`config.mk`:
```
export PLATFORM = sky130hd
export DESIGN_NAME = des_round_engine
export DESIGN_NICKNAME = d
export VERILOG_FILES = /design/src/rtl/des_round_engine.sv
export SDC_FILE = /design/constraint.sdc
export NUM_CORES = 1
export LEC_CHECK = 0
export ABC_AREA = 1
export BUFFER_PORTS_ARGS = -buffer_cell sky130_fd_sc_hd__buf_2
export CORE_ASPECT_RATIO = 0.7
export CORE_MARGIN = 10
export CORE_UTILIZATION = 57
export DETAILED_ROUTE_END_ITERATION = 7
export PLACE_DENSITY_LB_ADDON = 0.2
export SLEW_MARGIN = 20
export SYNTH_ARGS = -nofsm -noshare
export SYNTH_HDL_FRONTEND = slang
export SYNTH_SLANG_ARGS = --single-unit
```
`constraint.sdc`:
```
create_clock -name clk_i -period 5.9 [get_ports clk_i]
set_input_delay 0.295 -clock clk_i [delete_from_list [all_inputs] [get_ports clk_i]]
set_output_delay 0.295 -clock clk_i [all_outputs]
set_load 0.03 [all_outputs]
```
`src/rtl/des_round_engine.sv`:
```
// Iterative DES Feistel engine: one round per clock with an on-the-fly key schedule.
// Accepts a post-IP block and returns the preoutput R16||L16. The f-function (E, S, P)
// is external and is reached through the f_* ports.
module des_round_engine #(
   parameter int unsigned NUM_ROUNDS = 16
) (
   input  logic        clk_i,
   input  logic        rst_i,
   input  logic        in_valid_i,
   output logic        in_ready_o,
   input  logic [63:0] in_block_i,
   input  logic [63:0] key_i,
   input  logic        decrypt_i,
   output logic [31:0] f_r_out_o,
   output logic [47:0] f_subkey_o,
   input  logic [31:0] f_in_i,
   output logic        out_valid_o,
   input  logic        out_ready_i,
   output logic [63:0] out_block_o,
   output logic        busy_o
);

   // DES bit numbering: bit 1 is the MSB of each vector.
   localparam int unsigned PC1_TAB [56] = '{
      57, 49, 41, 33, 25, 17,  9,  1, 58, 50, 42, 34, 26, 18,
      10,  2, 59, 51, 43, 35, 27, 19, 11,  3, 60, 52, 44, 36,
      63, 55, 47, 39, 31, 23, 15,  7, 62, 54, 46, 38, 30, 22,
      14,  6, 61, 53, 45, 37, 29, 21, 13,  5, 28, 20, 12,  4
   };

   localparam int unsigned PC2_TAB [48] = '{
      14, 17, 11, 24,  1,  5,  3, 28, 15,  6, 21, 10,
      23, 19, 12,  4, 26,  8, 16,  7, 27, 20, 13,  2,
      41, 52, 31, 37, 47, 55, 30, 40, 51, 45, 33, 48,
      44, 49, 39, 56, 34, 53, 46, 42, 50, 36, 29, 32
   };

   localparam logic [4:0] LastRnd = 5'(NUM_ROUNDS - 1);

   typedef enum logic [1:0] {StIdle, StRound, StDone} state_e;

   function automatic logic [55:0] pc1(input logic [63:0] k);
      logic [55:0] o;
      for (int i = 0; i < 56; i++) o[6'(55 - i)] = k[6'(64 - PC1_TAB[i])];
      return o;
   endfunction

   function automatic logic [47:0] pc2(input logic [55:0] cd);
      logic [47:0] o;
      for (int i = 0; i < 48; i++) o[6'(47 - i)] = cd[6'(56 - PC2_TAB[i])];
      return o;
   endfunction

   // Shift schedule index 1..16; only rounds 1, 2, 9 and 16 shift by one.
   function automatic logic shift_two(input logic [4:0] idx);
      return !(idx == 5'd1 || idx == 5'd2 || idx == 5'd9 || idx == 5'd16);
   endfunction

   // C and D halves rotate independently.
   function automatic logic [55:0] rotl_cd(input logic [55:0] cd, input logic two);
      logic [27:0] c;
      logic [27:0] d;
      c = cd[55:28];
      d = cd[27:0];
      if (two) return {c[25:0], c[27:26], d[25:0], d[27:26]};
      return {c[26:0], c[27], d[26:0], d[27]};
   endfunction

   function automatic logic [55:0] rotr_cd(input logic [55:0] cd, input logic two);
      logic [27:0] c;
      logic [27:0] d;
      c = cd[55:28];
      d = cd[27:0];
      if (two) return {c[1:0], c[27:2], d[1:0], d[27:2]};
      return {c[0], c[27:1], d[0], d[27:1]};
   endfunction

   state_e      state_q, state_d;
   logic [31:0] l_q, l_d;
   logic [31:0] r_q, r_d;
   logic [55:0] cd_q, cd_d;
   logic [4:0]  rnd_q, rnd_d;
   logic        mode_q, mode_d;
   logic [63:0] out_block_q, out_block_d;

   logic [55:0] cd_rotl;
   logic [55:0] cd_rotr;

   // Encrypt rotates forward before use; decrypt uses CD as-is, then walks back.
   assign cd_rotl = rotl_cd(cd_q, shift_two(rnd_q + 5'd1));
   assign cd_rotr = rotr_cd(cd_q, shift_two(5'd16 - rnd_q));

   // Next-state, round datapath and handshake outputs.
   always_comb begin
      state_d     = state_q;
      l_d         = l_q;
      r_d         = r_q;
      cd_d        = cd_q;
      rnd_d       = rnd_q;
      mode_d      = mode_q;
      out_block_d = out_block_q;
      f_r_out_o   = '0;
      f_subkey_o  = '0;
      in_ready_o  = (state_q == StIdle) && !rst_i;
      out_valid_o = (state_q == StDone);
      busy_o      = (state_q == StRound) || (state_q == StDone);

      case (state_q)
         StIdle: begin
            if (in_valid_i) begin
               l_d     = in_block_i[63:32];
               r_d     = in_block_i[31:0];
               cd_d    = pc1(key_i);
               mode_d  = decrypt_i;
               rnd_d   = '0;
               state_d = StRound;
            end
         end
         StRound: begin
            f_r_out_o  = r_q;
            f_subkey_o = mode_q ? pc2(cd_q) : pc2(cd_rotl);
            l_d        = r_q;
            r_d        = l_q ^ f_in_i;
            cd_d       = mode_q ? cd_rotr : cd_rotl;
            rnd_d      = rnd_q + 5'd1;
            if (rnd_q == LastRnd) begin
               // Final swap: preoutput is R16||L16.
               out_block_d = {l_q ^ f_in_i, r_q};
               state_d     = StDone;
            end
         end
         StDone: begin
            if (out_ready_i) state_d = StIdle;
         end
         default: state_d = StIdle;
      endcase
   end

   // State registers with synchronous reset taking priority over everything.
   always_ff @(posedge clk_i) begin
      if (rst_i) begin
         state_q     <= StIdle;
         l_q         <= '0;
         r_q         <= '0;
         cd_q        <= '0;
         rnd_q       <= '0;
         mode_q      <= 1'b0;
         out_block_q <= '0;
      end else begin
         state_q     <= state_d;
         l_q         <= l_d;
         r_q         <= r_d;
         cd_q        <= cd_d;
         rnd_q       <= rnd_d;
         mode_q      <= mode_d;
         out_block_q <= out_block_d;
      end
   end

   assign out_block_o = out_block_q;

endmodule

```
# [Word-level counts from Yosys, hierarchy flattened]
# Index checks and enable logic that the tools add are counted.
[word_totals] ff_bits=192 inputBits=165 out_inout_bits=147 elab_cells=57
[op_classes] n_addsub=2 n_eq_ne=14 muxes=18 n_bitwise=1 reduce_logical=15
[op_table] op="$mux 56" count=3
[op_table] op="$mux 32" count=5
[op_table] op="$pmux 32 s2" count=2
[op_table] op="$pmux 56 s2" count=1
[op_table] op="$mux 48" count=1
[op_table] op="$xor 32x32->32" count=1
[op_table] op="$eq 5x4->1 const B" count=3
[op_table] op="$eq 5x1->1 const B" count=2
[op_table] op="$eq 5x2->1 const B" count=2
[op_table] op="$eq 5x5->1 const B" count=2
[op_table] op="$pmux 5 s2" count=1
[op_table] op="$logic_or 1x1->1" count=7
[op_table] op="$mux 2" count=3
[op_table] op="$pmux 2 s3" count=1
[op_table] op="$reduce_and 2->1" count=3
[op_table] op="$add 5x1->5 const B" count=1
[op_table] op="$mux 5" count=1
[op_table] op="$sub 5x5->5 const A" count=1
[op_table] op="$ne 2x1->1 const B" count=2
[op_table] op="$reduce_and 3->1" count=1
[op_table] op="$eq 2x1->1 const B" count=1
[op_table] op="$eq 2x2->1 const B" count=1
[op_table] op="$logic_not 2->1" count=1
[op_table] op="$ne 2x2->1 const B" count=1
[op_table] op="other kinds (3)" count=3

# [Longest topological paths before layout]
# Gate-level depths: netlist of the first run.
[logic_depth] ltp_word=8 depth_mapped=16 mapped_depth_nobuf=15

# [Worst setup path after synthesis of the first run]
# OpenSTA, ideal clock, no wires.
[synth_timing] kind="register -> output" start="reg rnd_q[1]" end="out f_subkey_o[0]" arrival_ns=2.339 required_time_ns=5.605 slack_ns=3.266 path_stages_with_launch=14 path_buffers=1 path_cell_list="dfxtp_1 -> ha_1 -> nand2_1 -> nor2_1 -> ha_1 -> inv_1 -> or2_2 -> nand3_1 -> nand2_2 -> nand3_2 -> buf_2 -> nand2_1 -> nand3_1 -> a21oi_1"
[synth_between] elab_chain_len=8 elab_cells_between_ends=11 classes_between="add/sub: 1; eq/ne: 4; mux: 3; reduce/logical: 3"
[synth_rtl] item="start, declared" line="82" source="logic [4:0] rnd_q, rnd_d;"
[synth_rtl] item="start signal, assigned" line="154" source="rnd_q <= rnd_d;"
[synth_rtl] item="$add 5x1->5 *" line="90" source="assign cd_rotl = rotl_cd(cd_q, shift_two(rnd_q + 5'd1));"
[synth_rtl] item="$eq 5x1->1 / $eq 5x2->1 (equally long branches)" line="56" source="return !(idx == 5'd1 || idx == 5'd2 || idx == 5'd9 || idx == 5'd16);"
[synth_rtl] item="$logic_or 1x1->1 (2 in a row)" line="56"
[synth_rtl] item="$logic_or 1x1->1 *" line="56"
[synth_rtl] item="$mux 56 *" line="66" source="return {c[26:0], c[27], d[26:0], d[27]};"
[synth_rtl] item="$mux 32 *" line="121" source="f_subkey_o = mode_q ? pc2(cd_q) : pc2(cd_rotl);"
[synth_rtl] item="$mux 48 *" line="108" source="case (state_q)"
[synth_rtl] item="end, declared" line="15" source="output logic [47:0] f_subkey_o,"
# Mark *: on every way between the ends. The rest lies on a longest branch, timed or not. The select of a mux whose other input is x is not followed.

# [Final worst setup path of the first run]
[layout_timing] start="reg rnd_q[1]" end="out f_subkey_o[22]"
# Same word-level chain as after synthesis.

==> impl_metrics.env, run 1 <==
export IMPL_wl_mm=34.1
export IMPL_worst_slack_ns=1.22
export IMPL_clk_pin_slew_ns=0.08
export IMPL_cts_buffers=17
export IMPL_via_per_inst=5.64
export IMPL_max_freq_mhz=214
export IMPL_yosysWarnings=0
export IMPL_clock_path_buffers=2
export IMPL_start_util=0.585
export IMPL_netlist_area_sq_um=10700
export IMPL_syn_inst=1675
export IMPL_cts_sinks=192
export IMPL_startpoint="rnd_q[1]$_SDFFE_PP0P_"
export IMPL_wl_per_cell_um=16.3
export IMPL_design_die_area_sq_um=24700
export IMPL_status="finished clean"
export IMPL_grt_overflow=0
export IMPL_clock_skew_ns=0.0199
export IMPL_hpwl_mm=22.0
export IMPL_cp_slowest_cell="nand2_2"
export IMPL_maxSlewHeadroom=0.347
export IMPL_syn_to_final_growth_pct=16.4
export IMPL_synth_area_top_cells="dfxtp_1 (36%), nand2_1 (12%), a21oi_1 (11%)"
export IMPL_max_stage_delay_ns=0.69
export IMPL_netlist_area_leader_share=0.361
export IMPL_worstPathArrival_ns=4.39
export IMPL_ys_flop_type="dfxtp_1"
export IMPL_final_net_count=2014
export IMPL_worstReg2RegStart="rnd_q[1]$_SDFFE_PP0P_"
export IMPL_final_cells=2090
export IMPL_drtIter0Drc=1658
export IMPL_worst_slew_pin_slew_ns=0.979
export IMPL_min_path_type="input port to register"
export IMPL_io_pins=312
export IMPL_met3_length_mm=3.34
export IMPL_dr_pass1_iters=7
export IMPL_synth_largest_area_cell="dfxtp_1"
export IMPL_end_kind="output pin"
export IMPL_timing_hold_violations_final=0
export IMPL_gp_congestion=0.866
export IMPL_hold_start="in_block_i[18]"
export IMPL_cts_tree="done"
export IMPL_ys_async_sr_fraction=0
export IMPL_synth_seq_cells=192
export IMPL_grt_use_total=0.264
export IMPL_postSynthAreaPerCell_sq_um=6.37
export IMPL_row_count=41
export IMPL_worst_ir_drop_vdd_v=0.000319
export IMPL_final_cell_mix="nand2_1 (354), buf_2 (263), a21oi_1 (237), nor2_1 (213), dfxtp_1 (191)"
export IMPL_die_w_um=183
export IMPL_drive_gt1_frac=0.175
export IMPL_start_kind="register"
export IMPL_cts_root_buffer="clkbuf_16"
export IMPL_synth_edff_count=0
export IMPL_num_vias=11800
export IMPL_min_period_ns=4.68
export IMPL_grt_antenna_before_repair=3
export IMPL_maxCapViolCount=0
export IMPL_ys_seq_area_frac=0.361
export IMPL_grt_start_max_net_pins=98
export IMPL_p_leak_nw=5.99
export IMPL_crit_type="register to output pin"
export IMPL_required_ns=5.61
export IMPL_slew_viol_final=0
export IMPL_top_layer="met4"
export IMPL_met1Wirelength_mm=14.7
export IMPL_htree_num_levels=4
export IMPL_dp_slack_ns=1.86
export IMPL_grt_pass1_wl_mm=54.9
export IMPL_cts_setup_buffers=0
export IMPL_synth_cell_types=29
export IMPL_final_antenna_net_count=0
export IMPL_core_sq_um=18200
export IMPL_cp_max_fo=56
export IMPL_io_buffers=263
export IMPL_layout_commonest_cell="nand2_1"
export IMPL_placed_cells=2056
export IMPL_powerDensity_nw_per_um2=494
export IMPL_wl_met2_mm=15.3
export IMPL_setup_tns_ns=0
export IMPL_die_y_um=134
export IMPL_post_route_util=0.681
export IMPL_clock_latency_ns=0.44
export IMPL_cp_cell_sequence="ha_1 > nand2_1 > nor2_1 > ha_1 > inv_1 > or2_2 > nand3_1 > nand2_2 > nand3_2 > buf_4 > nand2_1 > nand3_1 > a21oi_1 > buf_2"
export IMPL_rsz0062_at_grt="no"
export IMPL_drc=0
export IMPL_cts_resized=0
export IMPL_grt_pass1_vias=10900
export IMPL_setup_viol=0
export IMPL_fin_crit_sh=0.794
export IMPL_hold_buffers=0
-- where the power goes --
part	switching [W]	total (W)	internal, W	leakage, nW
combinational	0.00225	0.00316	0.000915	4.14
sequential	0.000209	0.00180	0.00159	1.57
clock	0.000590	0.00116	0.000574	0.289
-- cell type report --
cell class,count,area [sq um]
fill,1678,5810
multi-input combinational,1231,5800
sequential,192,3840
timing repair buffer,277,1420
inverter,120,455
clock buffer,17,425
tap,236,295
clock inverter,14,160
antenna,3,7.51
-- worst paths after layout --
kind / end / depth (start not counted) / slack (ns)
setup reg to reg: cd_q[33]$_SDFFE_PP0P_ / 16 / 2.07
setup / recovery: f_subkey_o[22] / 14 / 1.22
hold / removal: r_q[18]$_SDFFE_PP0P_ / 3 / 0.13
hold reg to reg: cd_q[13]$_SDFFE_PP0P_ / 2 / 0.47
-- logic make-up (layout without fill, tap and decap cells) --
| group | count (synthesis) | count (layout) | synth area share |
|---|---|---|---|
| buffers and inverters | 267 | 428 | 0.105 |
| XOR/XNOR | 34 | 34 | 0.0286 |
| AND/OR/NAND/NOR | 780 | 780 | 0.307 |
| adder cells (fa/ha/maj) | 10 | 10 | 0.0117 |
| AO/OA/AOI/OAI | 391 | 391 | 0.187 |
| flip-flops | 192 | 192 | 0.361 |
| other | 1 | 19 | 0.000352 |
-- sequential cells by signal, indices dropped and copies added, names as in the netlist --
name         flops
state_q          2
l_q             32
rnd_q            5
out_block_o     64
r_q             32
mode_q           1
cd_q            56
-- routing by layer --
metal | vias up | GRT usage
met4 | 0 | 0.0899
met2 | 601 | 0.409
met3 | 56 | 0.0647
met5 | - | 0
li1 | 5799 | -
met1 | 5336 | 0.352
-- worst max-delay path, delay by kind of cell, from the launching register on --
kind	cells	cell delay (ns)
buf+inv	3	0.84
simple gates	8	1.79
compound gates	1	0.27
fa+ha+maj	2	0.56
flops	1	0.49
-- metrics by stage --
stage,power [W],hold WS (ns),area [sq um]
floorplan,0.00425,0.445,10700
global placement,0.00486,0.454,11800
detailed placement,0.00492,0.457,11800
CTS,0.00609,0.118,12400
global route,0.00661,0.127,12400
finish,0.00613,0.129,12400
-- Yosys cell counts, types with 2 or more instances --
master,n
nand2_1,355
a21oi_1,237
nor2_1,214
dfxtp_1,192
nand3_1,149
o21ai_0,133
inv_1,116
clkbuf_1,89
nand4_1,55
xor2_1,32
buf_2,25
buf_4,19
buf_1,12
ha_1,10
o211ai_1,9
o21ai_1,9
nand2_2,4
buf_6,2
clkinv_1,2
inv_2,2
Note: power is estimated with default switching activity, not from simulation.
==> inputs of run 2 (changes only) <==
--- a/config.mk
+++ b/config.mk
@@ -9,7 +9,7 @@
 export BUFFER_PORTS_ARGS = -buffer_cell sky130_fd_sc_hd__buf_2
 export CORE_ASPECT_RATIO = 0.7
 export CORE_MARGIN = 10
-export CORE_UTILIZATION = 57
+export CORE_UTILIZATION = 53
 export DETAILED_ROUTE_END_ITERATION = 7
 export PLACE_DENSITY_LB_ADDON = 0.2
 export SLEW_MARGIN = 20
==> constraint.sdc (replaced) <==
create_clock -name clk_i -period 4.74 [get_ports clk_i]
set_input_delay 0.237 -clock clk_i [delete_from_list [all_inputs] [get_ports clk_i]]
set_output_delay 0.237 -clock clk_i [all_outputs]
set_load 0.03 [all_outputs]
==> impl_metrics.env, run 2 (synthesized netlist as in run 1, its figures left out) <==
export IMPL_drtIter0Drc=1381
export IMPL_dr_pass1_iters=7
export IMPL_p_leak_nw=6.03
export IMPL_min_period_ns=3.78
export IMPL_io_buffers=263
export IMPL_grt_pass1_wl_mm=55.6
export IMPL_start_util=0.538
export IMPL_max_freq_mhz=264
export IMPL_min_path_type="input port to register"
export IMPL_intPower_w=0.00387
export IMPL_maxSlewHeadroom=0.308
export IMPL_largest_register_ffs=64
export IMPL_clock_skew_ns=0.0210
export IMPL_cp_slowest_cell="dfxtp_1"
export IMPL_swShare=0.497
export IMPL_drc=0
export IMPL_hold_buffers=0
export IMPL_final_antenna_net_count=0
export IMPL_wl_per_cell_um=16.2
export IMPL_cts_root_buffer="clkbuf_16"
export IMPL_drive_gt1_frac=0.178
export IMPL_grt_pass1_vias=10900
export IMPL_power_frac_seq=0.291
export IMPL_cts_resized=0
export IMPL_wl_mm=34.5
export IMPL_rsz0062_at_grt="no"
export IMPL_cts_setup_buffers=0
export IMPL_cp_cell_sequence="ha_1 > nand2_1 > nor2_1 > ha_1 > inv_1 > or2_2 > nand3_1 > nand2_2 > nand3_2 > buf_4 > buf_4 > a21oi_1 > o21ai_1 > o211ai_1 > inv_1 > buf_2"
export IMPL_grt_antenna_before_repair=6
export IMPL_htree_num_levels=4
export IMPL_via_per_inst=5.53
export IMPL_clock_path_buffers=2
export IMPL_start_kind="register"
export IMPL_grt_use_total=0.248
export IMPL_cts_tree="done"
export IMPL_fin_crit_sh=0.798
export IMPL_hpwl_mm=22.4
export IMPL_max_stage_delay_ns=0.49
export IMPL_r2r_setup_slack_ns=1.43
export IMPL_syn_to_final_growth_pct=17.4
export IMPL_timing_hold_violations_final=0
export IMPL_die_w_um=190
export IMPL_row_count=43
export IMPL_design_die_area_sq_um=26300
export IMPL_clk_pin_slew_ns=0.09
export IMPL_powerDensity_nw_per_um2=615
export IMPL_cts_buffers=17
export IMPL_clock_latency_ns=0.44
export IMPL_setup_tns_ns=0
export IMPL_ff_latch_area_sq_um=3840
export IMPL_gp_congestion=0.863
export IMPL_crit_type="register to output pin"
export IMPL_status="finished clean"
export IMPL_p_total_w=0.00770
export IMPL_pwr_share_comb=0.514
export IMPL_dp_slack_ns=1.42
export IMPL_final_cell_mix="nand2_1 (354), buf_2 (263), a21oi_1 (237), nor2_1 (213), dfxtp_1 (191)"
export IMPL_layout_commonest_cell="nand2_1"
export IMPL_grt_overflow=0
export IMPL_die_y_um=139
export IMPL_num_vias=11800
export IMPL_fill_cells=1975
export IMPL_setup_viol=0
export IMPL_required_ns=4.50
export IMPL_final_net_count=2019
export IMPL_p_switching_w=0.00383
export IMPL_cts_sinks=192
export IMPL_core_sq_um=19800
export IMPL_worst_slew_pin_slew_ns=1.04
export IMPL_io_pins=312
export IMPL_worst_ir_drop_vdd_v=0.000474
export IMPL_slew_viol_final=0
export IMPL_maxCapViolCount=0
export IMPL_grt_start_max_net_pins=98
export IMPL_worst_slack_ns=0.955
export IMPL_clockPowerShare=0.195
export IMPL_worstPathArrival_ns=3.55
export IMPL_cp_max_fo=43
export IMPL_multi_input_area_sq_um=5790
export IMPL_end_kind="output pin"
==> run 2: area by class of cell <==
cell class,count,share of cell area
multi-input cells,1231,0.463
repair buffers,282,0.117
flip-flops and latches,192,0.307
clock inverters,14,0.0142
inverters,120,0.0364
well taps,270,0.0270
diodes,5,0.00100
clock buffers,18,0.0351
==> run 2: per-layer routing <==
layer / part of all wire / track usage
met3: 0.087 / 0.0653
met5: 0 / 0
met4: 0.028 / 0.0900
met1: 0.44 / 0.331
met2: 0.44 / 0.376
==> run 2: path summary, 6_finish.rpt <==
| kind | cells past startpoint | end | start |
|---|---|---|---|
| worst min register to register | 2 | out_block_o[10]$_SDFFE_PP0P_ | out_block_o[10]$_SDFFE_PP0P_ |
| worst max-delay path | 16 | f_subkey_o[24] | rnd_q[1]$_SDFFE_PP0P_ |
| worst max register to register | 12 | cd_q[26]$_SDFFE_PP0P_ | rnd_q[0]$_SDFFE_PP0P_ |
| worst min-delay path | 3 | r_q[17]$_SDFFE_PP0P_ | in_block_i[17] |
==> run 2: power groups by stage <==
stage | Combinational [W] | Clock (W) | Sequential (W)
floorplan | 0.00309 | 0 | 0.00220
global placement | 0.00382 | 0 | 0.00226
detailed placement | 0.00389 | 0 | 0.00227
CTS | 0.00391 | 0.00152 | 0.00224
global route | 0.00441 | 0.00159 | 0.00229
finish | 0.00396 | 0.00150 | 0.00224
==> run 2: metrics by stage <==
stage           util  cell area (sq um)  hold WS [ns]  instances
3_3_place_gp   0.600              11900         0.453       2095
6_report       0.632              12500        0.0710       2132
4_1_cts        0.632              12500        0.0605       2127
2_1_floorplan      -              10700         0.417       1690
3_5_place_dp   0.600              11900         0.457       2095
5_1_grt        0.632              12500        0.0692       2131
==> run 2: worst max-delay path: cells and delay by family (launching register included) <==
kind	cells	cell delay (ns)
buf+inv	5	1.08
simple gates	6	0.68
flops	1	0.49
fa+ha+maj	2	0.46
compound gates	3	0.39
